<file path="src/rtl/scen_boot_sequencer.sv">
// Boot sequencer for global_controller: replays the object-delay table, then raises table_parse and start,
// then forwards runtime scenario updates. Optional delay clamp: define SCEN_SEQ_DELAY_CLAMP_EN.
module scen_boot_sequencer #(
    parameter int delay_length = 14,
    parameter int obj_id_width = 2,
    parameter int N_obj        = 4,
    parameter int GAP          = 6,
    parameter int BOOT_TAIL    = 5,
    parameter int PARSE_LEAD   = 7,
    parameter int START_DELAY  = 100,
    parameter int MAX_DELAY    = 4095
) (
    input  logic                    CLK,
    input  logic                    reset,
    input  logic                    go,
    input  logic                    tbl_wr_en,
    input  logic [obj_id_width-1:0] tbl_wr_obj,
    input  logic [delay_length-1:0] tbl_wr_delay,
    input  logic                    upd_valid,
    input  logic [obj_id_width-1:0] upd_obj,
    input  logic [delay_length-1:0] upd_delay,
    output logic                    upd_ready,
    output logic                    boot_up,
    output logic                    input_valid,
    output logic                    glob_scen_noc_input_valid,
    output logic [delay_length-1:0] delay_matrix_element,
    output logic [obj_id_width-1:0] obj_id_element,
    output logic                    table_parse,
    output logic                    start,
    output logic                    busy,
    output logic                    err
);

    function automatic int max2(input int a, input int b);
        if (a > b) begin
            return a;
        end else begin
            return b;
        end
    endfunction

    localparam int CNT_MAX = max2(max2(GAP, BOOT_TAIL), max2(PARSE_LEAD, START_DELAY));
    localparam int CW      = $clog2(CNT_MAX + 1);

    localparam logic [CW-1:0]           CNT_ZERO   = {CW{1'b0}};
    localparam logic [CW-1:0]           CNT_ONE    = {{(CW-1){1'b0}}, 1'b1};
    localparam logic [CW-1:0]           CNT_GAP    = CW'(GAP);
    localparam logic [CW-1:0]           CNT_UGAP   = CW'(GAP + 1);
    localparam logic [CW-1:0]           CNT_TAIL   = CW'(BOOT_TAIL - 1);
    localparam logic [CW-1:0]           CNT_LEAD   = CW'(PARSE_LEAD - 1);
    localparam logic [CW-1:0]           CNT_START  = CW'(START_DELAY - 1);
    localparam logic [obj_id_width-1:0] IDX_ZERO   = {obj_id_width{1'b0}};
    localparam logic [obj_id_width-1:0] IDX_ONE    = {{(obj_id_width-1){1'b0}}, 1'b1};
    localparam logic [obj_id_width-1:0] IDX_LAST   = obj_id_width'(N_obj - 1);
    localparam logic [delay_length-1:0] DELAY_ZERO = {delay_length{1'b0}};

    typedef enum logic [2:0] {
        S_IDLE       = 3'd0,
        S_BOOT_LEAD  = 3'd1,
        S_BOOT       = 3'd2,
        S_BOOT_TAIL  = 3'd3,
        S_PARSE_LEAD = 3'd4,
        S_PARSE_WAIT = 3'd5,
        S_RUN        = 3'd6
    } state_t;

    state_t                  state_q, state_d;
    logic [CW-1:0]           cnt_q, cnt_d;
    logic [CW-1:0]           ucnt_q, ucnt_d;
    logic [obj_id_width-1:0] idx_q, idx_d;
    logic [delay_length-1:0] tbl_q [N_obj];
    logic [delay_length-1:0] tbl_d [N_obj];

    logic                    upd_ready_q, upd_ready_d;
    logic                    boot_up_q, boot_up_d;
    logic                    iv_q, iv_d;
    logic                    gv_q, gv_d;
    logic [delay_length-1:0] data_q, data_d;
    logic [obj_id_width-1:0] obj_q, obj_d;
    logic                    parse_q, parse_d;
    logic                    start_q, start_d;
    logic                    busy_q, busy_d;
    logic                    err_q, err_d;

    logic                    wr_ok_s;
    logic                    accept_s;
    logic [delay_length-1:0] wr_val_s;
    logic [delay_length-1:0] upd_val_s;
    logic                    err_set_s;

    // Table writes are dropped while the table is being replayed.
    assign wr_ok_s  = tbl_wr_en && (state_q != S_BOOT) && (state_q != S_BOOT_TAIL);
    assign accept_s = upd_valid && upd_ready_q;

`ifdef SCEN_SEQ_DELAY_CLAMP_EN
    function automatic logic over_max(input logic [delay_length-1:0] v);
        return (v > delay_length'(MAX_DELAY));
    endfunction

    function automatic logic [delay_length-1:0] clamp_delay(input logic [delay_length-1:0] v);
        if (over_max(v)) begin
            return delay_length'(MAX_DELAY);
        end else begin
            return v;
        end
    endfunction

    assign wr_val_s  = clamp_delay(tbl_wr_delay);
    assign upd_val_s = clamp_delay(upd_delay);
    assign err_set_s = (wr_ok_s && over_max(tbl_wr_delay)) || (accept_s && over_max(upd_delay));
`else
    assign wr_val_s  = tbl_wr_delay;
    assign upd_val_s = upd_delay;
    assign err_set_s = 1'b0;
`endif

    // Next-state, counters, table update and next values of all registered outputs.
    always_comb begin
        state_d = state_q;
        cnt_d   = cnt_q;
        idx_d   = idx_q;
        tbl_d   = tbl_q;
        if (ucnt_q != CNT_ZERO) begin
            ucnt_d = ucnt_q - CNT_ONE;
        end else begin
            ucnt_d = CNT_ZERO;
        end

        case (state_q)
            S_IDLE: begin
                if (go) begin
                    state_d = S_BOOT_LEAD;
                end else begin
                    state_d = S_IDLE;
                end
            end
            S_BOOT_LEAD: begin
                state_d = S_BOOT;
                cnt_d   = CNT_ZERO;
                idx_d   = IDX_ZERO;
            end
            S_BOOT: begin
                // cnt_q == 0 marks the cycle an entry is on the strobe.
                if (cnt_q != CNT_ZERO) begin
                    cnt_d = cnt_q - CNT_ONE;
                end else if (idx_q == IDX_LAST) begin
                    state_d = S_BOOT_TAIL;
                    cnt_d   = CNT_TAIL;
                end else begin
                    idx_d = idx_q + IDX_ONE;
                    cnt_d = CNT_GAP;
                end
            end
            S_BOOT_TAIL: begin
                if (cnt_q != CNT_ZERO) begin
                    cnt_d = cnt_q - CNT_ONE;
                end else begin
                    state_d = S_PARSE_LEAD;
                    cnt_d   = CNT_LEAD;
                end
            end
            S_PARSE_LEAD: begin
                if (cnt_q != CNT_ZERO) begin
                    cnt_d = cnt_q - CNT_ONE;
                end else begin
                    state_d = S_PARSE_WAIT;
                    cnt_d   = CNT_START;
                end
            end
            S_PARSE_WAIT: begin
                if (cnt_q != CNT_ZERO) begin
                    cnt_d = cnt_q - CNT_ONE;
                end else begin
                    state_d = S_RUN;
                end
            end
            S_RUN: begin
                state_d = S_RUN;
            end
            default: begin
                state_d = S_IDLE;
                cnt_d   = CNT_ZERO;
                idx_d   = IDX_ZERO;
            end
        endcase

        if (wr_ok_s) begin
            tbl_d[tbl_wr_obj] = wr_val_s;
        end else begin
            tbl_d[tbl_wr_obj] = tbl_q[tbl_wr_obj];
        end
        // Applied after the write port so an accepted update wins a same-object collision.
        if (accept_s) begin
            tbl_d[upd_obj] = upd_val_s;
            ucnt_d         = CNT_UGAP;
        end else begin
            tbl_d[upd_obj] = tbl_d[upd_obj];
        end

        boot_up_d   = (state_d == S_BOOT_LEAD) || (state_d == S_BOOT) || (state_d == S_BOOT_TAIL);
        iv_d        = (state_d == S_BOOT) && (cnt_d == CNT_ZERO);
        gv_d        = accept_s;
        parse_d     = (state_d == S_PARSE_WAIT) || (state_d == S_RUN);
        start_d     = (state_d == S_RUN);
        busy_d      = (state_d != S_IDLE);
        upd_ready_d = parse_d && (ucnt_d == CNT_ZERO);
        err_d       = err_q || err_set_s;

        if (iv_d) begin
            data_d = tbl_q[idx_d];
            obj_d  = idx_d;
        end else if (accept_s) begin
            data_d = upd_val_s;
            obj_d  = upd_obj;
        end else begin
            data_d = data_q;
            obj_d  = obj_q;
        end
    end

    // State, counter, table and output registers with synchronous reset.
    always_ff @(posedge CLK) begin
        if (reset) begin
            state_q     <= S_IDLE;
            cnt_q       <= CNT_ZERO;
            ucnt_q      <= CNT_ZERO;
            idx_q       <= IDX_ZERO;
            for (int i = 0; i < N_obj; i++) begin
                tbl_q[i] <= DELAY_ZERO;
            end
            upd_ready_q <= 1'b0;
            boot_up_q   <= 1'b0;
            iv_q        <= 1'b0;
            gv_q        <= 1'b0;
            data_q      <= DELAY_ZERO;
            obj_q       <= IDX_ZERO;
            parse_q     <= 1'b0;
            start_q     <= 1'b0;
            busy_q      <= 1'b0;
            err_q       <= 1'b0;
        end else begin
            state_q     <= state_d;
            cnt_q       <= cnt_d;
            ucnt_q      <= ucnt_d;
            idx_q       <= idx_d;
            tbl_q       <= tbl_d;
            upd_ready_q <= upd_ready_d;
            boot_up_q   <= boot_up_d;
            iv_q        <= iv_d;
            gv_q        <= gv_d;
            data_q      <= data_d;
            obj_q       <= obj_d;
            parse_q     <= parse_d;
            start_q     <= start_d;
            busy_q      <= busy_d;
            err_q       <= err_d;
        end
    end

    assign upd_ready                 = upd_ready_q;
    assign boot_up                   = boot_up_q;
    assign input_valid               = iv_q;
    assign glob_scen_noc_input_valid = gv_q;
    assign delay_matrix_element      = data_q;
    assign obj_id_element            = obj_q;
    assign table_parse               = parse_q;
    assign start                     = start_q;
    assign busy                      = busy_q;
    assign err                       = err_q;

endmodule

</file>
<file path="config.mk">
export PLATFORM = sky130hd
export DESIGN_NAME = scen_boot_sequencer
export DESIGN_NICKNAME = d
export VERILOG_FILES = /design/src/rtl/scen_boot_sequencer.sv
export SDC_FILE = /design/constraint.sdc
export NUM_CORES = 1
export LEC_CHECK = 0
export ABC_AREA = 1
export BUFFER_PORTS_ARGS = -buffer_cell sky130_fd_sc_hd__buf_4
export CAP_MARGIN = 20
export CORE_AREA = 8 8 175 177
export DETAILED_ROUTE_END_ITERATION = 16
export DIE_AREA = 0 0 183 185
export PLACE_DENSITY_LB_ADDON = 0.15
export SYNTH_ARGS = -nofsm -noshare
export SYNTH_HDL_FRONTEND = slang
export SYNTH_SLANG_ARGS = --single-unit
</file>
<file path="constraint.sdc">
create_clock -name CLK -period 3.2 [get_ports CLK]
set_clock_uncertainty 0.15 [all_clocks]
set_input_delay 0.64 -clock CLK [delete_from_list [all_inputs] [get_ports CLK]]
set_output_delay 0.64 -clock CLK [all_outputs]
set_load 0.05 [all_outputs]
</file>
Word-level counts from Yosys, hierarchy flattened. Cells that the tools add are included.

Add/sub/neg operators: 3. $lt $le $gt $ge: 5. Equal/unequal tests: 14. Muxes and demuxes: 41. Bitwise gates (word level): 3. Reductions and logical operators: 19.

Operator list (number): $bwmux 56 (4); $mux 14 (10); $mux 56 (2); $bmux 14 s2 (3); $demux 14 s2 (2); $mux 7 (6); $pmux 7 s5 (1); $pmux 3 s7 (1); $eq 3x3->1 const B (5); $mux 3 (5); $logic_not 7->1 (2); $reduce_bool 7->1 (2); $sub 7x1->7 const B (2); $eq 3x2->1 const B (4); $mux 2 (5); $ge 3x3->1 const B (3); $not 2->3 (3); $logic_and 1x1->1 (7); $eq 3x1->1 const B (2); $lt 3x1->1 const B (2); $ne 3x2->1 const B (2); $reduce_or 5->1 (1); $pmux 2 s2 (1); $logic_not 3->1 (1); other kinds (7) (9).

Register bits after elaboration: 98. Input port bits: 37. Output and inout port bits: 24. Logic and storage cells: 102.

Depth between registers and ports, before layout. Gate-level depths: netlist of run 1.

Depth after elaboration: 12. Gate-level depth with buffers: 18.

Worst setup path after synthesis of run 1. Ideal clock, no wire load.

Path kind: reg-to-reg. Start: register cnt_q[0]. End: register data_q[10] (netlist: delay_matrix_element[10]). Setup time: 0.140 ns. Arrival time: 2.326 ns. Data required time: 2.910 ns. Path slack: 0.584 ns. Cell stages (with the launch flop): 18. Buffers on the path: 2. Period minus slack after synthesis: 2.616 ns. Cells stage by stage: dfxtp_1 inv_1 ha_1 inv_1 nor2_1 nand3_4 buf_6 ha_1 nand2_1 nand3_1 nand3_1 nor2_1 nand2_2 nor2_8 nand3_4 buf_2 nand3_1 a21oi_2.

Cells in the longest elaborated chain, start to end: 8.

Ends and longest elaborated chain: start, declared (line 68) `logic [CW-1:0] cnt_q, cnt_d;`; start signal, assigned (line 243) `cnt_q <= cnt_d;`; parallel branches: the longest is 8 deep, another holds $sub 7x1->7; end signal, assigned (line 251) `data_q <= data_d;`; end, declared (line 78) `logic [delay_length-1:0] data_q, data_d;`.

Several ways; the timed one is not identified. The select of a mux whose other input is x is not followed. A chain may end at the register's enable or synchronous reset.

Worst setup path after layout of run 1.
Start: register cnt_q[0]. End: register obj_q[1] (netlist: obj_id_element[1]).

Cells in the longest elaborated chain, start to end: 6.

Ends and longest elaborated chain: $sub 7x1->7 or $reduce_bool 7->1 (tied branches); $mux 7 (tied with other cells) (line 171) `if (cnt_q != CNT_ZERO) begin`; $pmux 7 s5 or $pmux 3 s7 (tied branches) (line 129) `case (state_q)`; $logic_not 7->1 or $eq 3x2->1 (tied branches) (line 201) `iv_d = (state_d == S_BOOT) && (cnt_d == CNT_ZERO);`; $logic_and 1x1->1 (line 201); $mux 2 or $reduce_bool 2->1 (tied branches); end signal, assigned (line 252) `obj_q <= obj_d;`; end, declared (line 79) `logic [obj_id_width-1:0] obj_q, obj_d;`.

Several ways; a longest one is shown, not always the timed one.

==> key figures, run 1 <==
Finish
  – Diode count: 0
  – Fillers: 3,186
  – Area added between synthesis and finish: 16.0%
  – # nets final: 1,253
  – Share of post-route cells with drive strength above 1: 11.3%
  – Final non-filler cell total: 1,600

STA
  – F_max: 347 MHz
  – Tcrit/Tclk final: 90.0%
  – Final hold violations: 0
  – Worst Slack Setup Final: 0.319 ns
  – Worst-margin pin slew: 0.953 ns
  – RSZ-0062 raised after global routing: false
  – Hold WS: 0.346 ns
  – Final slew viol count: 0
  – Final Setup Violations: 0
  – Setup TNS: 0 ns
  – Minimum clock period: 2.88 ns
  – Max_slew headroom: 36.4%

Floorplan
  – Effective utilization at floorplan: 24.3%
  – I/O pin cnt: 61
  – DIE AREA: 33,900 sq um
  – Die Wd: 183 um
  – Core box area: 28,100 sq um
  – Die height: 185 um
  – Row count: 62

Clock network
  – Clock-pin slew on the worst setup and hold paths: 0.07 ns
  – CTS sink count: 98
  – H-tree depth: 3
  – Max Root-Sink Buffers: 2
  – Post-CTS Hold Fix Bufs: 0
  – CTS tree: done
  – CTS buffer count: 9
  – Clk_lat worst skew: 0.36 ns
  – Root Buffer Master: clkbuf_16

Critical path
  – Max incr delay on CP: 0.34 ns
  – Worst EP arrival: 2.96 ns
  – Reg2Reg Capture Point: obj_id_element[1]
  – Slowest cell on the critical path: dfxtp_1
  – Crit Path Max Fanout: 16
  – Most used cell along the critical path: nand3_1
  – R2r worst-path depth: 16
  – R2r startpoint: cnt_q[0]
  – Worst Setup EP: obj_id_element[1]
  – Crit path kind: reg -> reg
  – CP startpoint kind: flop
  – Reg2Reg Setup Slack: 0.32 ns
  – Crit end category: flop
  – Required time of the critical path: 3.28 ns
  – CP cell instances: inv_1 > ha_1 > inv_1 > nor2_1 > nand3_4 > ha_1 > nand2_1 > nand3_1 > nand3_1 > nor2_1 > nand2_2 > nor2_8 > buf_4 > nand3_1 > nand2_1 > a21oi_2
  – CP startpoint: cnt_q[0]

GRT
  – Number of global-route vias before repair: 7,081
  – Congestion Overflow GR: 0
  – Largest net degree at the start of global routing: 57
  – Initial antenna violation count: 0
  – First-pass GRT wire length: 40,800 um
  – Global-route usage over all layers: 15.4%

Detailed routing
  – DRC violations left: 0
  – Final ANT Viol Nets: 0
  – Via density: 4.78
  – Drt total wl: 26,300 um
  – WL/cell: 16.4 um
  – Vias: 7,640
  – DRT iter0 DRCs: 719
  – Drt first pass iters: 6

Placed design
  – Port Buf Inserts: 59
  – Placement Setup Slack: 0.276 ns
  – GP Congestion: 0.819
  – Post-DP HPWL: 17,400 um
  – DP Cell Count: 1,583

Synthesis
  – Syn Area/Cell: 5.74 sq um
  – Yosys cell types: 33
  – Synth cell count leaders: nand2_1, nand3_1, dfxtp_1, o21ai_0, inv_1
  – Post-synth EDFFs: 0
  – Count leader, synth: nand2_1
  – Syn_nets: 1,232
  – Synth area leaders: nand2_1, dfxtp_1, nand3_1
  – Asr flop ratio synth: 0%
  – Sequential share of the synthesized area: 28.7%
  – Post-synth top area cell: nand2_1
  – Number of synthesized register bits: 98
  – Area share of the largest cell type after synthesis: 30.1%
  – Synthesized instance count: 1,190
  – Synth Flop Type: dfxtp_1
  – Mapped cell area: 6840 sq um
  – Yosys warns: 0

Min path
  – Min-delay src: delay_matrix_element[1]
  – Min-Delay Path Class: reg -> reg

Power
  – P_leak: 3.41 nW
  – Peak supply drop: 0.340 mV
  – P per Cell Area: 794 nW/um^2
  – Total power: 6.30 mW

Status
  – Outcome: completed

Run
  – Max-Cap Viols: 0
==> cells by family after synthesis <==
kind of cell,share of synthesized area [%]
adder cells (fa/ha/maj),0.915
XOR/XNOR,0.513
flip-flops,28.7
AND/OR/NAND/NOR,45.0
buffers and inverters,9.28
AO/OA/AOI/OAI,15.5
other,0.0549
==> through the flow <==
step,utilization [%],area (sq um)
global placement,27.0,7590
finish,28.2,7930
CTS,28.2,7910
detailed placement,27.0,7590
floorplan,-,6840
global route,28.2,7930
==> worst min path at each step <==
stage | slack, ns | cells past startpoint | endpoint
5_1_grt | 0.36 | 2 | delay_matrix_element[5]
3_3_place_gp | 0.34 | 2 | delay_matrix_element[1]
3_5_place_dp | 0.34 | 2 | delay_matrix_element[1]
4_1_cts | 0.35 | 2 | delay_matrix_element[1]
6_report | 0.35 | 2 | delay_matrix_element[1]
2_1_floorplan | 0.31 | 2 | ucnt_q[6]
==> power by group <==
| part | total [mW] | internal (mW) | leakage (nW) | switching [mW] |
|---|---|---|---|---|
| logic | 3.43 | 0.992 | 2.46 | 2.44 |
| clock network | 1.22 | 0.695 | 0.156 | 0.523 |
| registers | 1.65 | 1.46 | 0.797 | 0.197 |
| total | 6.30 | 3.14 | 3.41 | 3.16 |
==> flip-flops by register name, indices dropped and copies added, names as in the netlist <==
name / cells
tbl_q: 56
delay_matrix_element: 14
cnt_q: 7
ucnt_q: 7
state_q: 3
idx_q: 2
obj_id_element: 2
boot_up: 1
busy: 1
glob_scen_noc_input_valid: 1
input_valid: 1
start: 1
table_parse: 1
upd_ready: 1
==> area by class of cell <==
| type | count | area [sq um] | share of cell area, % |
|---|---|---|---|
| clock buffer | 15 | 288 | 3.63 |
| clock inverter | 1 | 30.0 | 0.379 |
| inverter | 76 | 285 | 3.60 |
| multi-input combinational | 945 | 4260 | 53.8 |
| sequential | 98 | 1960 | 24.7 |
| tap | 384 | 480 | 6.06 |
| timing repair buffer | 81 | 621 | 7.83 |
==> critical path: cells and delay by family, from the launching register on <==
| kind | cells | cell delay [ns] |
|---|---|---|
| compound gates | 1 | 0.05 |
| simple gates | 10 | 1.20 |
| flops | 1 | 0.34 |
| fa+ha+maj | 2 | 0.54 |
| buf+inv | 3 | 0.48 |
==> cell usage in the layout (no fill, tap or decap), types with 4 or more instances in the layout <==
cell,n
dfxtp_1,98
nor3_1,5
a21oi_1,51
o21ai_0,94
nand3_1,105
a31oi_1,12
a22oi_1,13
nand4_1,10
nand2_1,546
inv_2,5
buf_4,80
nand2_2,9
nor2_1,56
ha_1,5
clkbuf_16,9
inv_1,71
clkbuf_8,4
a21oi_2,15
nor2_4,5
==> metal layers <==
| layer | vias to the layer above | global-route usage [%] | routed length, um |
|---|---|---|---|
| met5 | - | 0 | 0 |
| met4 | 0 | 3.58 | 274 |
| met3 | 19 | 1.88 | 1490 |
| met2 | 239 | 25.1 | 11900 |
| met1 | 3538 | 21.3 | 12600 |
| li1 | 3844 | - | - |
==> repair_timing <==
| item | CTS | global route |
|---|---|---|
| buffers inserted | 0 | 0 |
| resized for setup | 0 | 1 |
| endpoints found under the setup margin | 0 | 8 |
Power figures use the tool's default switching activity.
==> inputs of run 2 (changes only) <==
CORE_AREA = 8 8 121 123   (was 8 8 175 177)
DIE_AREA = 0 0 129 131   (was 0 0 183 185)
clock period = 2.8 ns   (was 3.2 ns; I/O delays follow)
==> run 2 against run 1 <==
Cell count fell by 13%. First-iteration DRC count increased by 1.7%. Critical path depth is the same. Power increased by 12%. Fmax is 12% higher. Non-clock buffer count rose by 6. Register-to-register slack worse by 0.09 ns. Critical endpoint is now delay_matrix_element[9].
==> key figures, run 2 (synthesized netlist as in run 1, its figures left out) <==
Detailed routing
  – DRC violations left: 0 (unchanged)
  – Drt total wl: 21,300 um (was 26,300 um)
  – DRT iter0 DRCs: 731 (was 719)
  – Drt first pass iters: 7 (was 6)
  – Final ANT Viol Nets: 0 (unchanged)
  – Vias: 7,627 (was 7,640)
  – WL/cell: 15.3 um (was 16.4 um)
  – Via density: 5.46 (was 4.78)

Finish
  – Reg with most FFs: tbl_q (unchanged)
  – Largest register FFs: 56 (unchanged)
  – Share of post-route cells with drive strength above 1: 12.1% (was 11.3%)
  – # nets final: 1,260 (was 1,253)
  – Area added between synthesis and finish: 12.5% (was 16.0%)
  – Diode count: 0 (unchanged)
  – Final non-filler cell total: 1,398 (was 1,600)
  – Commonest non-fill, non-tap cell in the layout: nand2_1 (unchanged)
  – Most frequent cells in the layout: nand2_1, nand3_1, dfxtp_1 (unchanged)

Clock network
  – CTS sink count: 98 (unchanged)
  – CTS buffer count: 9 (unchanged)
  – H-tree depth: 3 (unchanged)
  – Root Buffer Master: clkbuf_16 (unchanged)
  – CTS tree: done (unchanged)
  – Clock-pin slew on the worst setup and hold paths: 0.07 ns (about the same)
  – Post-CTS Hold Fix Bufs: 0 (unchanged)
  – Max Root-Sink Buffers: 2 (unchanged)
  – Clk_lat worst skew: 0.35 ns (was 0.36 ns)

Critical path
  – R2r worst-path depth: 16 (unchanged)
  – Max incr delay on CP: 0.33 ns (was 0.34 ns)
  – Crit path kind: reg -> reg (unchanged)
  – Crit Path Max Fanout: 16 (unchanged)
  – CP cell instances: inv_1 > ha_1 > inv_1 > nor2_2 > nand3_4 > ha_1 > nand2_1 > nand3_1 > nand3_1 > nor2_1 > nand2_2 > nor2_8 > buf_6 > nand3_1 > nand2_1 > a21oi_2 (was inv_1 > ha_1 > inv_1 > nor2_1 > nand3_4 > ha_1 > nand2_1 > nand3_1 > nand3_1 > nor2_1 > nand2_2 > nor2_8 > buf_4 > nand3_1 > nand2_1 > a21oi_2)
  – Reg2Reg Capture Point: delay_matrix_element[9] (was obj_id_element[1])
  – Most used cell along the critical path: nand3_1 (unchanged)
  – Required time of the critical path: 2.88 ns (was 3.28 ns)
  – Worst EP arrival: 2.65 ns (was 2.96 ns)
  – CP startpoint kind: flop (unchanged)
  – CP startpoint: cnt_q[1] (was cnt_q[0])
  – Crit end category: flop (unchanged)
  – R2r startpoint: cnt_q[1] (was cnt_q[0])
  – Slowest cell on the critical path: dfxtp_1 (unchanged)
  – Reg2Reg Setup Slack: 0.23 ns (was 0.32 ns)

STA
  – RSZ-0062 raised after global routing: false (unchanged)
  – Tcrit/Tclk final: 91.9% (was 90.0%)
  – F_max: 389 MHz (was 347 MHz)
  – Worst-margin pin slew: 0.866 ns (was 0.953 ns)
  – Final slew viol count: 0 (unchanged)
  – Max_slew headroom: 42.2% (was 36.4%)
  – Final hold violations: 0 (unchanged)
  – Setup TNS: 0 ns (unchanged)
  – Hold WS: 0.336 ns (was 0.346 ns)
  – Final Setup Violations: 0 (unchanged)
  – Minimum clock period: 2.57 ns (was 2.88 ns)

GRT
  – Congestion Overflow GR: 0 (unchanged)
  – Global-route usage over all layers: 25.3% (was 15.4%)
  – Number of global-route vias before repair: 6,740 (was 7,081)
  – Initial antenna violation count: 0 (unchanged)
  – Largest net degree at the start of global routing: 50 (was 57)
  – First-pass GRT wire length: 34,000 um (was 40,800 um)

Power
  – Net load switching power: 3.50 mW (was 3.16 mW)
  – Reg power frac: 26.4% (was 26.2%)
  – Switching Share: 49.6% (was 50.1%)
  – Total power: 7.06 mW (was 6.30 mW)
  – P_leak: 3.43 nW (was 3.41 nW)
  – P_int: 3.56 mW (was 3.14 mW)
  – Combinational share of power: 55.9% (was 54.4%)
  – Peak supply drop: 0.520 mV (was 0.340 mV)
  – Clock Power Share: 17.7% (was 19.3%)
  – P per Cell Area: 918 nW/um^2 (was 794 nW/um^2)

Min path
  – Hold-critical path depth: 2 (unchanged)
  – Worst Hold End: delay_matrix_element[0] (was delay_matrix_element[1])
  – Min-delay src: delay_matrix_element[0] (was delay_matrix_element[1])
  – Min-Delay Path Class: reg -> reg (unchanged)

Placed design
  – Port Buf Inserts: 59 (unchanged)
  – GP Congestion: 0.878 (was 0.819)
  – DP Cell Count: 1,381 (was 1,583)
  – Post-DP HPWL: 13,900 um (was 17,400 um)

Floorplan
  – DIE AREA: 16,900 sq um (was 33,900 sq um)
  – Die height: 131 um (was 185 um)
  – Effective utilization at floorplan: 53.1% (was 24.3%)
  – Core box area: 12,900 sq um (was 28,100 sq um)
  – Row count: 42 (was 62)
  – Die Wd: 129 um (was 183 um)
  – I/O pin cnt: 61 (unchanged)

Run
  – Max-Cap Viols: 0 (unchanged)

Status
  – Outcome: completed (unchanged)
==> run 2: cell types whose count changed in the layout (fill, tap and decap cells not counted) <==
cell,delta
buf_12,-1
buf_4,+6
buf_6,+1
bufinv_16,-1
clkbuf_1,-2
clkinv_2,+2
nand3_2,+1
nor2_1,-2
nor2_2,+2
==> run 2: cell type report <==
| class | count | area, sq um |
|---|---|---|
| multi-input combinational | 946 | 4280 |
| fill | 1316 | 5180 |
| clock inverter | 2 | 10.0 |
| tap | 176 | 220 |
| clock buffer | 13 | 280 |
| timing repair buffer | 87 | 657 |
| inverter | 76 | 285 |
| sequential | 98 | 1960 |
==> run 2: how the worst max path moves through the flow <==
stage                               endpoint  cells past startpoint
detailed placement  delay_matrix_element[12]                     16
global route               obj_id_element[1]                     16
CTS                 delay_matrix_element[12]                     16
finish               delay_matrix_element[9]                     16
global placement    delay_matrix_element[10]                     15
floorplan           delay_matrix_element[10]                     17
==> run 2: metrics by stage <==
step / worst slack (ns) / util [%] / area (sq um)
6_report: 0.226 / 59.7 / 7690
5_1_grt: 0.0274 / 59.7 / 7690
4_1_cts: 0.113 / 59.5 / 7650
3_5_place_dp: 0.133 / 57.2 / 7360
3_3_place_gp: 0.239 / 57.2 / 7360
2_1_floorplan: 0.184 / - / 6840
==> run 2: power groups by stage <==
stage / Combinational, mW / Clock (mW) / Sequential, mW
2_1_floorplan: 2.55 / 0 / 2.35
3_3_place_gp: 3.75 / 0 / 1.89
3_5_place_dp: 3.77 / 0 / 1.89
4_1_cts: 3.78 / 1.27 / 1.86
5_1_grt: 4.31 / 1.33 / 1.91
6_report: 3.95 / 1.25 / 1.87
==> run 2: layer usage <==
metal	wire length [um]	vias to the layer above	global-route usage (%)
met5	0	-	0
met4	406	0	8.36
met3	2170	43	4.75
met2	9240	319	39.2
met1	9510	3400	34.6
li1	-	3865	-
==> run 2: worst max-delay path: cells and delay by family (launching register included) <==
family	cells	cell delay, ns
AOI/OAI and AO/OA	1	0.05
buffers and inverters	3	0.34
DFF	1	0.33
and+or+nand+nor	10	1.11
adders and majority gates	2	0.47
==> run 2: timing repair <==
item                                    CTS  global route
endpoints found under the setup margin    0            16
hold endpoints to repair                  0             0
resized for setup                         0             4
setup buffers                             0             0
==> inputs of run 3 (changes only) <==
PLACE_DENSITY = 0.73   (was default)
PLACE_DENSITY_LB_ADDON = default   (was 0.15)
==> run 3 against run 2 <==
Non-clock buffer count rose by 2. Via count rose by 1.3%. Power grew 2.4%. Global-route usage decreased by 0.25 points. Fmax shrank 3.1%. Sequential share of layout area fell by 0.19 points. Sequential power hardly changed. Cell count grew 0.21%. Critical path depth increased by 1. Register-to-register slack worse by 0.08 ns. Die area is the same. Hold slack improved by 0.0036 ns. Largest cell class unchanged. Critical endpoint is now delay_matrix_element[1].
==> key figures, run 3 (synthesized netlist as in run 1, its figures left out) <==
Min path
  – Min-Delay Path Class: reg -> reg (unchanged)

Detailed routing
  – Final ANT Viol Nets: 0 (unchanged)
  – Drt first pass iters: 6 (was 7)
  – WL/cell: 15.3 um (about the same)
  – Via density: 5.51 (was 5.46)
  – DRT iter0 DRCs: 879 (was 731)
  – DRC violations left: 0 (unchanged)
  – Vias: 7,726 (was 7,627)
  – Drt total wl: 21,400 um (was 21,300 um)

Status
  – Outcome: completed (unchanged)

Clock network
  – Root Buffer Master: clkbuf_16 (unchanged)
  – Clock-pin slew on the worst setup and hold paths: 0.07 ns (about the same)
  – Clk_lat worst skew: 0.36 ns (was 0.35 ns)
  – H-tree depth: 3 (unchanged)
  – CTS sink count: 98 (unchanged)
  – CTS buffer count: 9 (unchanged)
  – Max Root-Sink Buffers: 2 (unchanged)
  – Post-CTS Hold Fix Bufs: 0 (unchanged)
  – CTS tree: done (unchanged)

Critical path
  – Most used cell along the critical path: nand2_1 (was nand3_1)
  – Required time of the critical path: 2.94 ns (was 2.88 ns)
  – CP startpoint kind: flop (unchanged)
  – CP cell instances: inv_1 > ha_1 > inv_1 > nor2_2 > nand3_4 > buf_4 > ha_1 > nand2_1 > nand3_1 > nand3_1 > nor2_1 > nand2_2 > nor2_8 > nand3_2 > nand2_1 > nand2_1 > a21oi_1 (was inv_1 > ha_1 > inv_1 > nor2_2 > nand3_4 > ha_1 > nand2_1 > nand3_1 > nand3_1 > nor2_1 > nand2_2 > nor2_8 > buf_6 > nand3_1 > nand2_1 > a21oi_2)
  – Cell family with most CP delay: simple AND/OR/NAND/NOR gates (unchanged)
  – Max incr delay on CP: 0.37 ns (was 0.33 ns)
  – Critical path buffers and inverters: 3 (unchanged)
  – Slowest cell on the critical path: dfxtp_1 (unchanged)
  – Worst EP arrival: 2.80 ns (was 2.65 ns)
  – Crit path kind: reg -> reg (unchanged)
  – Crit Path Max Fanout: 8 (was 16)
  – Crit end category: flop (unchanged)

Placed design
  – Port Buf Inserts: 59 (unchanged)
  – Post-DP HPWL: 13,700 um (was 13,900 um)
  – GP Congestion: 0.878 (about the same)
  – Area after DPL: 7380 sq um (was 7360 sq um)

GRT
  – Number of global-route vias before repair: 6,645 (was 6,740)
  – Global-route usage over all layers: 25.0% (was 25.3%)
  – Congestion Overflow GR: 0 (unchanged)
  – Largest net degree at the start of global routing: 50 (unchanged)
  – Initial antenna violation count: 0 (unchanged)
  – First-pass GRT wire length: 33,600 um (was 34,000 um)

Floorplan
  – Effective utilization at floorplan: 53.1% (unchanged)
  – Row count: 42 (unchanged)
  – DIE AREA: 16,900 sq um (unchanged)
  – I/O pin cnt: 61 (unchanged)
  – Die Wd: 129 um (unchanged)
  – Die height: 131 um (unchanged)
  – Core box area: 12,900 sq um (unchanged)

Power
  – Peak supply drop: 0.527 mV (was 0.520 mV)
  – P per Cell Area: 933 nW/um^2 (was 918 nW/um^2)
  – P_leak: 3.45 nW (was 3.43 nW)
  – Total power: 7.23 mW (was 7.06 mW)

STA
  – Final hold violations: 0 (unchanged)
  – Minimum clock period: 2.66 ns (was 2.57 ns)
  – Hold WS: 0.339 ns (was 0.336 ns)
  – Final slew viol count: 0 (unchanged)
  – Worst-margin pin slew: 0.772 ns (was 0.866 ns)
  – Final Setup Violations: 0 (unchanged)
  – Tcrit/Tclk final: 94.9% (was 91.9%)
  – F_max: 376 MHz (was 389 MHz)
  – Max_slew headroom: 48.5% (was 42.2%)

Finish
  – Design Area, Final: 7750 sq um (was 7690 sq um)
  – # nets final: 1,262 (was 1,260)
  – Area added between synthesis and finish: 13.4% (was 12.5%)
  – Reg with most FFs: tbl_q (unchanged)
  – Commonest non-fill, non-tap cell in the layout: nand2_1 (unchanged)
  – Most frequent cells in the layout: nand2_1, nand3_1, dfxtp_1 (unchanged)
  – Final design utilization: 60.2% (was 59.7%)
  – Largest register FFs: 56 (unchanged)
  – Share of post-route cells with drive strength above 1: 12.2% (was 12.1%)
  – Diode count: 0 (unchanged)

Run
  – Max-Cap Viols: 0 (unchanged)
==> run 3: stage by stage <==
step,instances,setup TNS (ns),worst slack [ns]
2_1_floorplan,1190,0,0.184
3_3_place_gp,1381,0,0.163
3_5_place_dp,1381,0,0.0826
4_1_cts,1397,0,0.0531
5_1_grt,1401,-0.0243,-0.0243
6_report,1401,0,0.144
==> run 3: layer usage <==
metal / vias up / part of all wire [%] / track usage (%) / wire length (um)
met3: 30 / 9.9 / 4.02 / 2110
met4: 0 / 1.5 / 8.64 / 323
li1: 3867 / - / - / -
met5: - / 0 / 0 / 0
met1: 3472 / 45 / 34.2 / 9550
met2: 357 / 44 / 39.2 / 9420
==> run 3: tightest hold or removal path, delay by kind of cell (launching register included) <==
kind	cells	cell delay (ns)
AO/OA/AOI/OAI	1	0.06
flip-flops	1	0.32
AND/OR/NAND/NOR	1	0.07
==> run 3: report_power, final <==
group / total [mW] / internal (mW) / switching [mW]
clock: 1.39 / 0.806 / 0.584
sequential: 1.87 / 1.66 / 0.202
combinational: 3.98 / 1.23 / 2.74
==> run 3: what timing repair did <==
item                       CTS  global route
resized for setup            0             4
setup endpoints to repair    0            17
setup buffers                0             2
==> run 3: final timing paths <==
kind                                                end  slack (ns)              start  depth (start not counted)
worst max register to register  delay_matrix_element[1]        0.14           cnt_q[0]                         17
worst max-delay path            delay_matrix_element[1]        0.14           cnt_q[0]                         17
worst min-delay path                  obj_id_element[0]        0.34  obj_id_element[0]                          2
worst min register to register        obj_id_element[0]        0.34  obj_id_element[0]                          2
==> run 3: final cells by class <==
| class | count | area, sq um |
|---|---|---|
| inverters | 76 | 285 |
| clock inverters | 5 | 77.6 |
| multi-input cells | 946 | 4280 |
| repair buffers | 89 | 684 |
| clock buffers | 11 | 243 |
| well taps | 176 | 220 |
| flip-flops and latches | 98 | 1960 |
| fillers | 1279 | 5130 |
